**config.mk**
```make
export PLATFORM = sky130hd
export DESIGN_NAME = sprite_mover
export DESIGN_NICKNAME = d
export VERILOG_FILES = /design/src/rtl/sprite_mover.sv
export SDC_FILE = /design/constraint.sdc
export NUM_CORES = 1
export LEC_CHECK = 0
export BUFFER_PORTS_ARGS = -buffer_cell sky130_fd_sc_hd__buf_2
export CAP_MARGIN = 20
export CORE_MARGIN = 8
export CORE_UTILIZATION = 25
export CTS_BUF_LIST = sky130_fd_sc_hd__clkbuf_2
export DETAILED_ROUTE_END_ITERATION = 10
export GPL_ROUTABILITY_DRIVEN = 0
export PLACE_DENSITY = 0.53
export SETUP_SLACK_MARGIN = 0.02
export SLEW_MARGIN = 10
export SYNTH_ARGS = -nofsm -noshare
export SYNTH_HDL_FRONTEND = slang
export SYNTH_SLANG_ARGS = --single-unit
```
**constraint.sdc**
```tcl
create_clock -name clk -period 2.8 [get_ports clk]
set_input_delay 0.56 -clock clk [delete_from_list [all_inputs] [get_ports clk]]
set_output_delay 0.56 -clock clk [all_outputs]
set_load 0.01 [all_outputs]
```
**src/rtl/sprite_mover.sv**
```systemverilog
`default_nettype none
// sprite_mover: clears the screen, draws a ROM sprite on a fixed row and moves it left/right.
// Build option SPRITE_WRAP_EN: wrap at the screen edges instead of clamping.
module sprite_mover #(
    parameter int X_SCREEN    = 160,
    parameter int Y_SCREEN    = 120,
    parameter int SPR_W       = 11,
    parameter int SPR_H       = 10,
    parameter int X_START     = 73,
    parameter int Y_START     = 105,
    parameter int STEP        = 5,
    parameter int HOLD_CYCLES = 4
) (
    input  logic       clk,
    input  logic       reset,
    input  logic       start,
    input  logic       left,
    input  logic       right,
    output logic [6:0] rom_addr,
    input  logic [2:0] rom_q,
    output logic [7:0] xout,
    output logic [6:0] yout,
    output logic [2:0] colourOut,
    output logic       drawEn,
    output logic       ready,
    output logic       hitEdge,
    output logic [7:0] xpos
);

    typedef enum logic [2:0] {
        IDLE     = 3'd0,
        CLEAR    = 3'd1,
        DRAW     = 3'd2,
        READY    = 3'd3,
        ERASE    = 3'd4,
        DRAW_NEW = 3'd5,
        HOLD     = 3'd6
    } state_t;

    localparam logic [7:0]        X_LAST    = 8'(X_SCREEN - 1);
    localparam logic [6:0]        Y_LAST    = 7'(Y_SCREEN - 1);
    localparam logic [7:0]        CX_LAST   = 8'(SPR_W - 1);
    localparam logic [6:0]        CY_LAST   = 7'(SPR_H - 1);
    localparam logic [7:0]        X_HOME    = 8'(X_START);
    localparam logic [6:0]        Y_ROW     = 7'(Y_START);
    localparam logic signed [8:0] X_MAX     = 9'(X_SCREEN - SPR_W);
    localparam logic signed [8:0] STEP_S    = 9'(STEP);
    localparam logic [7:0]        HOLD_LAST = 8'(HOLD_CYCLES - 1);

    state_t            state;
    logic [7:0]        cx;
    logic [6:0]        cy;
    logic              scan_done;
    logic              move_left;
    logic              from_rom;
    logic [7:0]        hold_cnt;
    logic              box_last;
    logic signed [8:0] cand;
    logic [7:0]        next_x;
    logic              edge_hit;

    assign box_last = (cx == CX_LAST) && (cy == CY_LAST);
    assign ready    = (state == READY);
    // The sprite ROM is synchronous, so its data lines up with the registered pixel coordinates.
    assign colourOut = from_rom ? rom_q : 3'd0;

    always_comb begin
        cand     = move_left ? ($signed({1'b0, xpos}) - STEP_S) : ($signed({1'b0, xpos}) + STEP_S);
        next_x   = cand[7:0];
        edge_hit = 1'b0;
        if (cand[8]) begin
            edge_hit = 1'b1;
`ifdef SPRITE_WRAP_EN
            next_x = X_MAX[7:0];
`else
            next_x = 8'd0;
`endif
        end else if (cand > X_MAX) begin
            edge_hit = 1'b1;
`ifdef SPRITE_WRAP_EN
            next_x = 8'd0;
`else
            next_x = X_MAX[7:0];
`endif
        end
    end

    always_ff @(posedge clk or negedge reset) begin
        if (!reset) begin
            state     <= IDLE;
            xpos      <= X_HOME;
            rom_addr  <= 7'd0;
            xout      <= 8'd0;
            yout      <= 7'd0;
            drawEn    <= 1'b0;
            hitEdge   <= 1'b0;
            from_rom  <= 1'b0;
            cx        <= 8'd0;
            cy        <= 7'd0;
            scan_done <= 1'b0;
            move_left <= 1'b0;
            hold_cnt  <= 8'd0;
        end else begin
            drawEn   <= 1'b0;
            hitEdge  <= 1'b0;
            from_rom <= 1'b0;
            case (state)
                IDLE: begin
                    if (start) begin
                        cx    <= 8'd0;
                        cy    <= 7'd0;
                        state <= CLEAR;
                    end
                end
                CLEAR: begin
                    xout   <= cx;
                    yout   <= cy;
                    drawEn <= 1'b1;
                    if (cx == X_LAST) begin
                        cx <= 8'd0;
                        if (cy == Y_LAST) begin
                            cy        <= 7'd0;
                            rom_addr  <= 7'd0;
                            scan_done <= 1'b0;
                            state     <= DRAW;
                        end else begin
                            cy <= cy + 7'd1;
                        end
                    end else begin
                        cx <= cx + 8'd1;
                    end
                end
                DRAW, DRAW_NEW: begin
                    if (!scan_done) begin
                        xout     <= xpos + cx;
                        yout     <= Y_ROW + cy;
                        drawEn   <= 1'b1;
                        from_rom <= 1'b1;
                        if (box_last) begin
                            scan_done <= 1'b1;
                        end else begin
                            rom_addr <= rom_addr + 7'd1;
                            if (cx == CX_LAST) begin
                                cx <= 8'd0;
                                cy <= cy + 7'd1;
                            end else begin
                                cx <= cx + 8'd1;
                            end
                        end
                    end else begin
                        // Last pixel is on the outputs this cycle; the pass ends here.
                        cx       <= 8'd0;
                        cy       <= 7'd0;
                        rom_addr <= 7'd0;
                        hold_cnt <= 8'd0;
                        state    <= (state == DRAW) ? READY : HOLD;
                    end
                end
                READY: begin
                    if (left != right) begin
                        move_left <= left;
                        cx        <= 8'd0;
                        cy        <= 7'd0;
                        state     <= ERASE;
                    end
                end
                ERASE: begin
                    xout   <= xpos + cx;
                    yout   <= Y_ROW + cy;
                    drawEn <= 1'b1;
                    if (box_last) begin
                        xpos      <= next_x;
                        hitEdge   <= edge_hit;
                        cx        <= 8'd0;
                        cy        <= 7'd0;
                        rom_addr  <= 7'd0;
                        scan_done <= 1'b0;
                        state     <= DRAW_NEW;
                    end else if (cx == CX_LAST) begin
                        cx <= 8'd0;
                        cy <= cy + 7'd1;
                    end else begin
                        cx <= cx + 8'd1;
                    end
                end
                HOLD: begin
                    if (hold_cnt == HOLD_LAST) begin
                        state <= READY;
                    end else begin
                        hold_cnt <= hold_cnt + 8'd1;
                    end
                end
                default: state <= IDLE;
            endcase
        end
    end

endmodule
`default_nettype wire

```
## After elaboration in Yosys (flattened, before gate mapping)

Cells that the tools add are included.

- Flip-flop bits (word level): 61
- Latch bits: 0
- RAM bits: 0
- Memory bits (read-only): 0
- Input bits: 8
- Output and inout port bits: 36
- Word-level logic and storage cells: 116
- Memories kept: 0

- Add/subtract/negate cells: 8
- $mul: 0
- Divide/modulo/power cells: 0
- Order comparisons: 1
- Equal/unequal tests: 22
- Shift-type cells: 0
- Mux-type cells: 56
- Bitwise operators: 0
- Reduce and logical (&&, ||, !) cells: 16

Operators with widths:

| operator | count |
|---|---|
| two-way mux 7 bit | 14 |
| two-way mux 8 bit | 12 |
| case mux 7 bit (3 select lines) | 2 |
| case mux 8 bit (5 select lines) | 1 |
| case mux 7 bit (5 select lines) | 1 |
| two-way mux 3 bit | 9 |
| case mux 8 bit (3 select lines) | 1 |
| case mux 3 bit (6 select lines) | 1 |
| adder 8 x 1 -> 8 bit (second input constant) | 2 |
| != test 2 bit (second input constant) | 8 |
| case mux 8 bit (2 select lines) | 1 |
| adder 7 x 1 -> 7 bit (second input constant) | 2 |
| two-way mux 1 bit | 11 |
| AND reduction 5 bit | 2 |
| adder 8 x 3 -> 9 bit (second input constant) | 1 |
| equality test 3 bit (second input constant) | 3 |
| greater-than comparator 9 bit (second input constant) | 1 |
| two-way mux 9 bit | 1 |
| subtractor 8 x 3 -> 9 bit (second input constant) | 1 |
| adder 8 bit | 1 |
| equality test 8 x 2 -> 1 bit (second input constant) | 1 |
| equality test 8 x 4 -> 1 bit (second input constant) | 1 |
| equality test 8 bit (second input constant) | 1 |
| AND reduction 4 bit | 2 |
| other kinds (19) | 23 |

## Depth between registers and ports, before layout

Gate-level depths: netlist of the first run.

- Depth after elaboration: 7
- Depth in mapped cells: 10
- Gate-level depth less buffers: 9

## Worst setup path before layout of the first run

No wires, ideal clock.

- Kind: register to register
- From: register move_left
- To: register xpos[2]
- Setup time: 0.119 ns
- Arrival: 2.245 ns
- Required time: 2.681 ns
- Slack: 0.436 ns
- Stages on the path, launching flop included: 9
- Clock period less this slack: 2.364 ns
- Cells stage by stage: dfrtp_1 > inv_1 > ha_1 > o21ai_0 > o21bai_1 > a32o_1 > a211oi_1 > o21ai_1 > o21a_1

- Cells in the longest elaborated chain, start to end: 4

RTL lines:

| item | line | RTL |
|---|---|---|
| start: declaration | 54 | `logic move_left;` |
| start signal: assignment | 161 | `move_left <= left;` |
| two-way mux 9 bit * | 68 | `cand = move_left ? ($signed({1'b0, xpos}) - STEP_S) : ($signed({1'b0, xpos}) + STEP_S);` |
| greater-than comparator 9 bit | 78 | `end else if (cand > X_MAX) begin` |
| two-way mux 8 bit | 78 |  |
| two-way mux 8 bit * | 71 | `if (cand[8]) begin` |
| end signal: assignment | 172 | `xpos <= next_x;` |
| end: declaration | 27 | `output logic [7:0] xpos` |

Every way passes the cells marked *; elsewhere a longest branch is shown, timed or not.
A chain may end at the register's enable or synchronous reset.

## Worst setup path in the final report of the first run

- From: register xpos[0]
- To: register xpos[2]

- Cells in the longest elaborated chain, start to end: 5
- Elaborated cells between the ends (all ways): 6
- Classes of those cells: add/sub: 2; order compare: 1; mux: 3

RTL lines:

| item | line |
|---|---|
| adder 8 x 3 -> 9 bit or subtractor 8 x 3 -> 9 bit (tied branches) | 68 |
| two-way mux 9 bit * | 68 |
| greater-than comparator 9 bit | 78 |
| two-way mux 8 bit | 78 |
| two-way mux 8 bit * | 71 |

Marks and branches as above.

==> metrics.yaml, run 1 <==
sta:
  tns_ns: 0
  fin_skew_ns: 0.0279
  maxSlewViolCount: 0
  fmax_ghz: 0.390
  slew_headroom: 0.462
  setup_violations: 0
  rsz0062_at_grt: "false"
  period_share: 0.916
  hold_viol_final: 0
  fin_crit_ns: 2.57
  worst_slew_pin_slew_ns: 0.807
clock_network:
  htreeDepth: 3
  tritoncts: "yes"
  cts_buffer_depth: 2
  clk_pin_slew_ns: 0.19
  cts_inserted_buffers: 9
  cts-root-buf: "clkbuf_2"
  holdBufCountCts: 0
  clock_sinks: 61
  insertion_delay_ns: 0.52
setup_path:
  cpMaxStageDelayCell: "dfstp_2"
  cp-startpoint: "xpos[0]"
  slowest_delay_ns: 0.64
  crit_family: "compound AO/OA/AOI/OAI gates"
  required_ns: 3.27
  path_buf_inv: 1
  critPathMaxFanout: 7
  critPathLaunchType: "flip-flop"
  crit_arrival_ns: 3.04
  endpoint_kind: "flip-flop"
  worstSetupPathType: "flip-flop to flip-flop"
  path_cells: "inv_1, fa_1, nand2b_1, a2111o_1, o311ai_0, a221oi_2, o21ai_1, o21a_1"
  r2r-start: "xpos[0]"
logic_synthesis:
  netlist.area_leader.share: 0.353
  synthArstFlopShare: 1.00
  synth_compound_area_frac: 0.207
  ys_types: 69
  synth_fa_ha_area_frac: 0.0737
  synth_xor_area_frac: 0.0490
  postSynthCellCount: 473
  yosysMostFrequentCell: "dfrtp_1"
  syn_area_mm2: 0.00411
  synth_nets: 504
  ys.flop_type: "dfrtp_1"
  synth_top_family_by_area: "simple AND/OR/NAND/NOR gates"
  netlist_top_cells_area: "dfrtp_1 (35%), ha_1 (6.4%), nor2_1 (4.3%)"
  synthSimpleGateAreaFrac: 0.240
  ys_seq_area_frac: 0.372
  synth_top_cell_by_area: "dfrtp_1"
  synth-seq-cells: 61
  muxShareOfSynthArea: 0.00518
  syn_area_per_cell_um2: 8.69
  yosysWarnings: 0
  synth_edf_count: 0
  synthTopCellsByCount: "dfrtp_1 (58), nor2_1 (47), nand2_1 (41), a21oi_1 (34), o21ai_0 (33)"
final_layout:
  areaGrowthSynthToFinish_pct: 16.1
  layout-drive-gt1-share: 0.191
  nFillCells: 1787
  fin_nets: 550
  multi_input_area_mm2: 0.00240
  register_area_mm2: 0.00153
placement:
  portBuffers: 43
  hpwl_um: 7980
drt:
  ant_nets: 0
  drt-total-wl_um: 10500
  num_vias: 3635
  routed_via_density: 4.88
  first_pass_iters: 5
  drcViolationCount: 0
  drt-initial-drc-count: 218
  wl_per_cell_um: 14.1
power:
  worst_ir_drop_vdd_v: 0.000337
  powerDensity_mw_per_mm2: 879
  finalPower_mw: 4.20
  total_leakage_power_nw: 2.10
floorplan:
  die_h_um: 144
  coreArea_mm2: 0.0163
  start_util: 0.251
  rows: 47
  die_area_mm2: 0.0208
  fp.dieW_um: 144
  ios: 44
run:
  max-cap-violations: 0
global_routing:
  grt_pass1_wl_um: 17700
  grt_pass1_vias: 3570
  grt_usage: 0.106
  grt_max_degree: 35
  grt.overflow.total: 0
  antenna_found_initial: 1
run_status:
  run_status: "complete, no violations"
min_path:
  hp-class: "input port to asynchronous set/reset pin"
## cells in the final DEF, fill, tap and decap left out, types with 4 or more instances in the layout
cell type  count
a211oi_1       4
a21oi_1       34
a31oi_1       16
and2_1         5
and3_1         9
buf_2         43
buf_4         12
clkbuf_2       9
dfrtp_1       58
ha_1          21
inv_1         26
nand2_1       41
nand2b_1       4
nand3_1       17
nand4_1        7
nor2_1        47
nor2b_1        4
nor3_1        13
o211ai_1       4
o21a_1         6
o21ai_0       33
o21ai_1        5
o31ai_1        6
or4_1          4
xnor2_1       16
xor2_1         6
## metrics by stage
stage               utilization  area (um2)  cells  setup WS, ns  hold slack [ns]
floorplan                     -        4110    473         0.436            0.264
detailed placement        0.281        4600    728         0.171            0.511
global placement          0.281        4600    728         0.235            0.485
finish                    0.292        4770    745         0.235            0.113
CTS                       0.290        4740    744         0.128           0.0839
global route              0.292        4770    745        0.0268            0.124
## path summary, 6_finish.rpt
path                                to  cells after the start  slack [ns]
hold reg to reg            hold_cnt[6]                      1        0.53
setup / recovery               xpos[2]                      8        0.23
setup reg to reg               xpos[2]                      8        0.23
max in group asynchronous      xout[0]                      2        2.06
hold / removal             rom_addr[6]                      1        0.11
min in group clk             move_left                      2        0.40
## where the power goes
| group | total, mW | switching, mW | internal, mW |
|---|---|---|---|
| Sequential | 1.23 | 0.134 | 1.09 |
| Clock | 0.662 | 0.362 | 0.300 |
| Combinational | 2.31 | 1.42 | 0.888 |
| Total | 4.20 | 1.92 | 2.28 |
## logic make-up (layout without fill, tap and decap cells)
family	after synthesis	count (layout)
flip-flops	61	61
AO/OA/AOI/OAI	135	135
adder cells (fa/ha/maj)	23	23
buffers and inverters	47	98
XOR/XNOR	23	23
multiplexers	2	2
AND/OR/NAND/NOR	182	182
other	0	1
## state kept, by name, indices dropped and copies added, names as in the netlist, 3 cells and up
name	flops
state	3
cy	7
cx	8
yout	7
xout	8
rom_addr	7
hold_cnt	8
xpos	8
## routing by layer
metal | track usage | part of all wire | vias up
met5 | 0 | 0 | -
met1 | 0.134 | 0.47 | 1756
met4 | 0.0465 | 0.011 | 0
met3 | 0.0218 | 0.037 | 6
met2 | 0.173 | 0.49 | 68
li1 | - | - | 1805
## area by class of cell
type,instances,share of cell area
diodes,1,0.000524
inverters,26,0.0204
multi-input cells,365,0.502
well taps,220,0.0577
repair buffers,56,0.0682
clock buffers,9,0.00944
clock inverters,7,0.0207
flip-flops and latches,61,0.321
## repair_timing
action,4_1_cts,5_1_grt
setup buffers,0,0
gates resized for setup,0,6
endpoints found under the setup margin,0,11
endpoints found under the hold margin,0,0
(Power assumes the default switching activity.)
==> run 2, diff against run 1 <==
- PLACE_DENSITY: 0.53 -> 0.38
- clock period: 2.8 -> 2.4 ns (I/O delays scaled with it)
==> metrics.yaml, run 2 (synthesis results as in run 1) <==
setup_path:
  crit_family: "compound AO/OA/AOI/OAI gates"  # unchanged
  endpoint_kind: "flip-flop"  # unchanged
  reg2reg_to: "xout[7]"  # was xpos[2]
  required_ns: 2.89  # was 3.27 ns
  r2r-start: "cx[1]"  # was xpos[0]
  critPathLaunchType: "flip-flop"  # unchanged
  reg2regPathDepth: 7  # was 8
  r2r_slack_ns: 0.10  # was 0.23 ns
  crit_arrival_ns: 2.79  # was 3.04 ns
  worstSetupPathType: "flip-flop to flip-flop"  # unchanged
  cpMaxStageDelayCell: "dfrtp_2"  # was dfstp_2
  path_buf_inv: 0  # was 1
  critPathMaxFanout: 4  # was 7
  path_cells: "ha_1, a21oi_2, o211ai_1, a2111oi_2, nor3_1, or4_1, a31oi_1"  # was inv_1, fa_1, nand2b_1, a2111o_1, o311ai_0, a221oi_2, o21ai_1, o21a_1
  slowest_delay_ns: 0.49  # was 0.64 ns
sta:
  worst_slew_pin_slew_ns: 0.559  # was 0.807 ns
  period_share: 0.958  # was 0.916
  rsz0062_at_grt: "true"  # was false
  tns_ns: 0  # unchanged
  slew_headroom: 0.627  # was 0.462
  fin_crit_ns: 2.30  # was 2.57 ns
  maxSlewViolCount: 0  # unchanged
  fin_skew_ns: 0.0111  # was 0.0279 ns
  fmax_ghz: 0.435  # was 0.390 GHz
  hold_viol_final: 0  # unchanged
  setup_violations: 0  # unchanged
global_routing:
  antenna_found_initial: 1  # unchanged
  met1_usage: 0.161  # was 0.134
  grt_usage: 0.125  # was 0.106
  grt_max_degree: 41  # was 35
  met2_usage: 0.202  # was 0.173
  grt_pass1_vias: 3866  # was 3570
  grt_use_met3: 0.0211  # was 0.0218
  grt_pass1_wl_um: 20300  # was 17700 um
  grt.overflow.total: 0  # unchanged
  grt_busiest_layer: "met2"  # unchanged
clock_network:
  cts-root-buf: "clkbuf_2"  # unchanged
  tritoncts: "yes"  # unchanged
  htreeDepth: 3  # unchanged
  cts_inserted_buffers: 9  # unchanged
  clock_sinks: 61  # unchanged
  cts_buffer_depth: 2  # unchanged
  insertion_delay_ns: 0.55  # was 0.52 ns
  clk_pin_slew_ns: 0.19  # about the same
drt:
  num_vias: 3874  # was 3635
  drt-initial-drc-count: 226  # was 218
  first_pass_iters: 4  # was 5
  ant_nets: 0  # unchanged
  drcViolationCount: 0  # unchanged
  wl_per_cell_um: 15.3  # was 14.1 um
  routed_via_density: 4.77  # was 4.88
  drt-total-wl_um: 12400  # was 10500 um
final_layout:
  most-common-layout-cells: "buf_4 (75), dfrtp_1 (57), nor2_1 (47)"  # was dfrtp_1 (58), nor2_1 (47), buf_2 (43)
  areaGrowthSynthToFinish_pct: 32.2  # was 16.1%
  fin_nets: 617  # was 550
  final_common_cell: "buf_4"  # was dfrtp_1
  nFillCells: 1781  # was 1787
  layout-drive-gt1-share: 0.333  # was 0.191
power:
  finalPower_mw: 5.46  # was 4.20 mW
  powerDensity_mw_per_mm2: 1010  # was 879 mW/mm2
  worst_ir_drop_vdd_v: 0.000369  # was 0.000337 V
  total_leakage_power_nw: 2.44  # was 2.10 nW
floorplan:
  ios: 44  # unchanged
  die_h_um: 144  # unchanged
  rows: 47  # unchanged
  die_area_mm2: 0.0208  # unchanged
  coreArea_mm2: 0.0163  # unchanged
  start_util: 0.251  # unchanged
  fp.dieW_um: 144  # unchanged
run_status:
  run_status: "complete, no violations"  # unchanged
min_path:
  hp-start: "left"
  min_path_cells: 2
  hp-class: "input port to flip-flop"  # was input port to asynchronous set/reset pin
  worstHoldEndpoint: "move_left"
placement:
  portBuffers: 43  # unchanged
  hpwl_um: 9370  # was 7980 um
run:
  max-cap-violations: 0  # unchanged
[run 2: timing repair]
item / 4_1_cts / 5_1_grt
hold endpoints to repair: 20 / 0
pin swaps: 1 / 6
resized for setup: 18 / 36
setup endpoints to repair: 15 / 28
setup buffers: 1 / 7
hold buffers: 1 / 0
[run 2: how the worst max path moves through the flow]
stage / startpoint / slack [ns] / end / cells after the start
6_report: cx[1] / 0.10 / xout[7] / 7
2_1_floorplan: move_left / 0.04 / xpos[2] / 8
5_1_grt: cx[0] / -0.03 / xout[7] / 8
4_1_cts: xpos[0] / 0.02 / hitEdge / 10
3_5_place_dp: move_left / -0.20 / xpos[4] / 8
3_3_place_gp: xpos[0] / -0.09 / xpos[4] / 8
[run 2: layout make-up]
type	instances	area, um2	area share
multi-input combinational	365	2580	0.475
clock buffer	10	50.0	0.00921
timing repair buffer	123	842	0.155
sequential	61	1530	0.282
tap	220	275	0.0507
antenna	1	2.50	0.000461
inverter	26	97.6	0.0180
clock inverter	6	53.8	0.00990
[run 2: where the power goes]
group / total [mW] / leakage (nW) / switching [mW] / internal [mW]
registers: 1.42 / 0.794 / 0.148 / 1.27
clock network: 0.653 / 0.0729 / 0.418 / 0.235
logic: 3.39 / 1.57 / 1.90 / 1.49
[run 2: metrics by stage]
step,cell area [um2],hold slack [ns],utilization,setup slack (ns),cells
floorplan,4110,0.184,-,0.0364,473
global placement,5040,0.487,0.309,-0.0935,787
detailed placement,5040,0.502,0.309,-0.202,787
CTS,5240,0.138,0.320,0.0206,805
finish,5430,0.205,0.332,0.101,812
global route,5430,0.161,0.332,-0.0279,812
[run 2: layer usage]
layer  vias to the layer above  share of wire
met2                        65           0.47
met3                        16          0.035
met5                         -              0
met4                         0          0.021
li1                       1936              -
met1                      1857           0.47
==> run 3, diff against run 2 <==
- CORE_MARGIN: 8 -> 2
==> metrics.yaml, run 3 (synthesis results as in run 1) <==
global_routing:
  antenna_found_initial: 1  # unchanged
  grt_pass1_vias: 3747  # was 3866
  grt_pass1_wl_um: 20300  # about the same
  grt_max_degree: 33  # was 41
  grt_usage: 0.145  # was 0.125
  grt.overflow.total: 0  # unchanged
final_layout:
  final_common_cell: "buf_4"  # unchanged
  most-common-layout-cells: "buf_4 (70), dfrtp_1 (53), nor2_1 (46)"  # was buf_4 (75), dfrtp_1 (57), nor2_1 (47)
  final_util: 0.335  # was 0.332
  stdcell_count: 800  # was 812
  final_area_mm2: 0.00535  # was 0.00543 mm2
  areaGrowthSynthToFinish_pct: 30.3  # was 32.2%
  nFillCells: 1753  # was 1781
  fin_nets: 609  # was 617
  layout-drive-gt1-share: 0.317  # was 0.333
drt:
  wl_per_cell_um: 14.9  # was 15.3 um
  first_pass_iters: 4  # unchanged
  drt-initial-drc-count: 220  # was 226
  num_vias: 3839  # was 3874
  drt-total-wl_um: 12000  # was 12400 um
  routed_via_density: 4.80  # was 4.77
  drcViolationCount: 0  # unchanged
  ant_nets: 0  # unchanged
placement:
  post-place-cells: 777  # was 787
  portBuffers: 43  # unchanged
  post_dp_cell_area_mm2: 0.00499  # was 0.00504 mm2
  dpl_worst_slack_ns: -0.151  # was -0.202 ns
  hpwl_um: 9070  # was 9370 um
sta:
  worst_slack_ns: 0.0838  # was 0.101 ns
  fin_skew_ns: 0.0415  # was 0.0111 ns
  slew_headroom: 0.637  # was 0.627
  fmax_ghz: 0.432  # was 0.435 GHz
  fin_crit_ns: 2.32  # was 2.30 ns
  rsz0062_at_grt: "true"  # unchanged
  maxSlewViolCount: 0  # unchanged
  whs_ns: 0.243  # was 0.205 ns
  setup_violations: 0  # unchanged
  tns_ns: 0  # unchanged
  worst_slew_pin_slew_ns: 0.544  # was 0.559 ns
  hold_viol_final: 0  # unchanged
  period_share: 0.965  # was 0.958
clock_network:
  cts_inserted_buffers: 9  # unchanged
  htreeDepth: 3  # unchanged
  clock_sinks: 61  # unchanged
  tritoncts: "yes"  # unchanged
  cts-root-buf: "clkbuf_2"  # unchanged
  insertion_delay_ns: 0.54  # was 0.55 ns
  clk_pin_slew_ns: 0.19  # about the same
  cts_buffer_depth: 2  # unchanged
setup_path:
  critPathLaunchType: "flip-flop"  # unchanged
  r2r_slack_ns: 0.08  # was 0.10 ns
  endpoint_kind: "flip-flop"  # unchanged
  reg2reg_to: "hitEdge"  # was xout[7]
  crit_arrival_ns: 2.77  # was 2.79 ns
  required_ns: 2.85  # was 2.89 ns
  reg2regPathDepth: 9  # was 7
  r2r-start: "xpos[0]"  # was cx[1]
  worstSetupPathType: "flip-flop to flip-flop"  # unchanged
  critPathMaxFanout: 4  # unchanged
power:
  worst_ir_drop_vdd_v: 0.000549  # was 0.000369 V
  power.net_switching_mw: 2.38  # was 2.47 mW
  total_leakage_power_nw: 2.38  # was 2.44 nW
  switching_share: 0.448  # was 0.452
  power_frac_comb: 0.604  # was 0.620
  p_seq_frac: 0.275  # was 0.261
  p_int_mw: 2.93  # was 3.00 mW
  finalPower_mw: 5.31  # was 5.46 mW
  pwr-share-clk: 0.121  # was 0.120
  powerDensity_mw_per_mm2: 991  # was 1010 mW/mm2
run:
  max-cap-violations: 0  # unchanged
floorplan:
  ios: 44  # unchanged
  coreArea_mm2: 0.0160  # was 0.0163 mm2
  fp.dieW_um: 132  # was 144 um
  rows: 46  # was 47
  die_area_mm2: 0.0175  # was 0.0208 mm2
  die_h_um: 132  # was 144 um
  start_util: 0.257  # was 0.251
run_status:
  run_status: "complete, no violations"  # unchanged
min_path:
  worstHoldEndpoint: "move_left"  # unchanged
  min_path_cells: 2  # unchanged
  hp-start: "left"  # unchanged
  hp-class: "input port to flip-flop"  # unchanged
[run 3: cell count changes in the layout (fill, tap and decap cells not counted), moves of 3 or more]
cell,delta
inv_1,+3
o21ai_1,+4
dfrtp_1,-4
buf_6,-3
buf_4,-5
inv_2,-3
dfrtp_2,+4
[run 3: repair_timing]
item	CTS	global route
hold endpoints to repair	15	0
buffers inserted	1	4
setup endpoints to repair	14	25
gates cloned	0	0
hold buffers	1	0
pin swaps	3	7
resized for setup	13	35
[run 3: critical path, cell delays in order, from the launching register on]
cell and delay, ns:
dfstp_2 0.57, inv_1 0.07, fa_2 0.41, nand2b_4 0.18, a2111o_1 0.38, o311ai_2 0.10, a221oi_2 0.08, buf_4 0.18
o21a_1 0.18, nor2_2 0.09
[run 3: area by class of cell]
cell class	count	area, um2	area share
sequential	61	1540	0.287
timing repair buffer	115	771	0.144
multi-input combinational	365	2570	0.480
inverter	26	97.6	0.0182
antenna	1	2.50	0.000467
clock inverter	5	51.3	0.00958
clock buffer	11	55.1	0.0103
tap	216	270	0.0505
[run 3: power by group through the flow]
| stage | registers (mW) | clock network, mW | logic, mW |
|---|---|---|---|
| floorplan | 1.52 | 0 | 1.87 |
| global placement | 1.47 | 0 | 3.05 |
| detailed placement | 1.48 | 0 | 3.04 |
| CTS | 1.46 | 0.685 | 3.09 |
| global route | 1.50 | 0.738 | 3.58 |
| finish | 1.46 | 0.641 | 3.20 |
[run 3: worst max-delay path by stage]
stage               startpoint  endpoint  slack [ns]  cells past startpoint
floorplan            move_left   xpos[2]        0.04                      8
global placement       xpos[0]   xpos[4]       -0.11                      8
detailed placement     xpos[0]   xpos[4]       -0.15                      8
CTS                    xpos[1]   xpos[3]        0.02                      7
global route           xpos[1]   xout[7]       -0.08                      7
finish                 xpos[0]   hitEdge        0.08                      9
[run 3: metal layers]
| metal | up-vias | GRT usage | wire (um) |
|---|---|---|---|
| met4 | 0 | 0.0538 | 138 |
| met3 | 10 | 0.0250 | 298 |
| li1 | 1923 | - | - |
| met2 | 49 | 0.225 | 5700 |
| met1 | 1857 | 0.201 | 5820 |
| met5 | - | 0 | 0 |
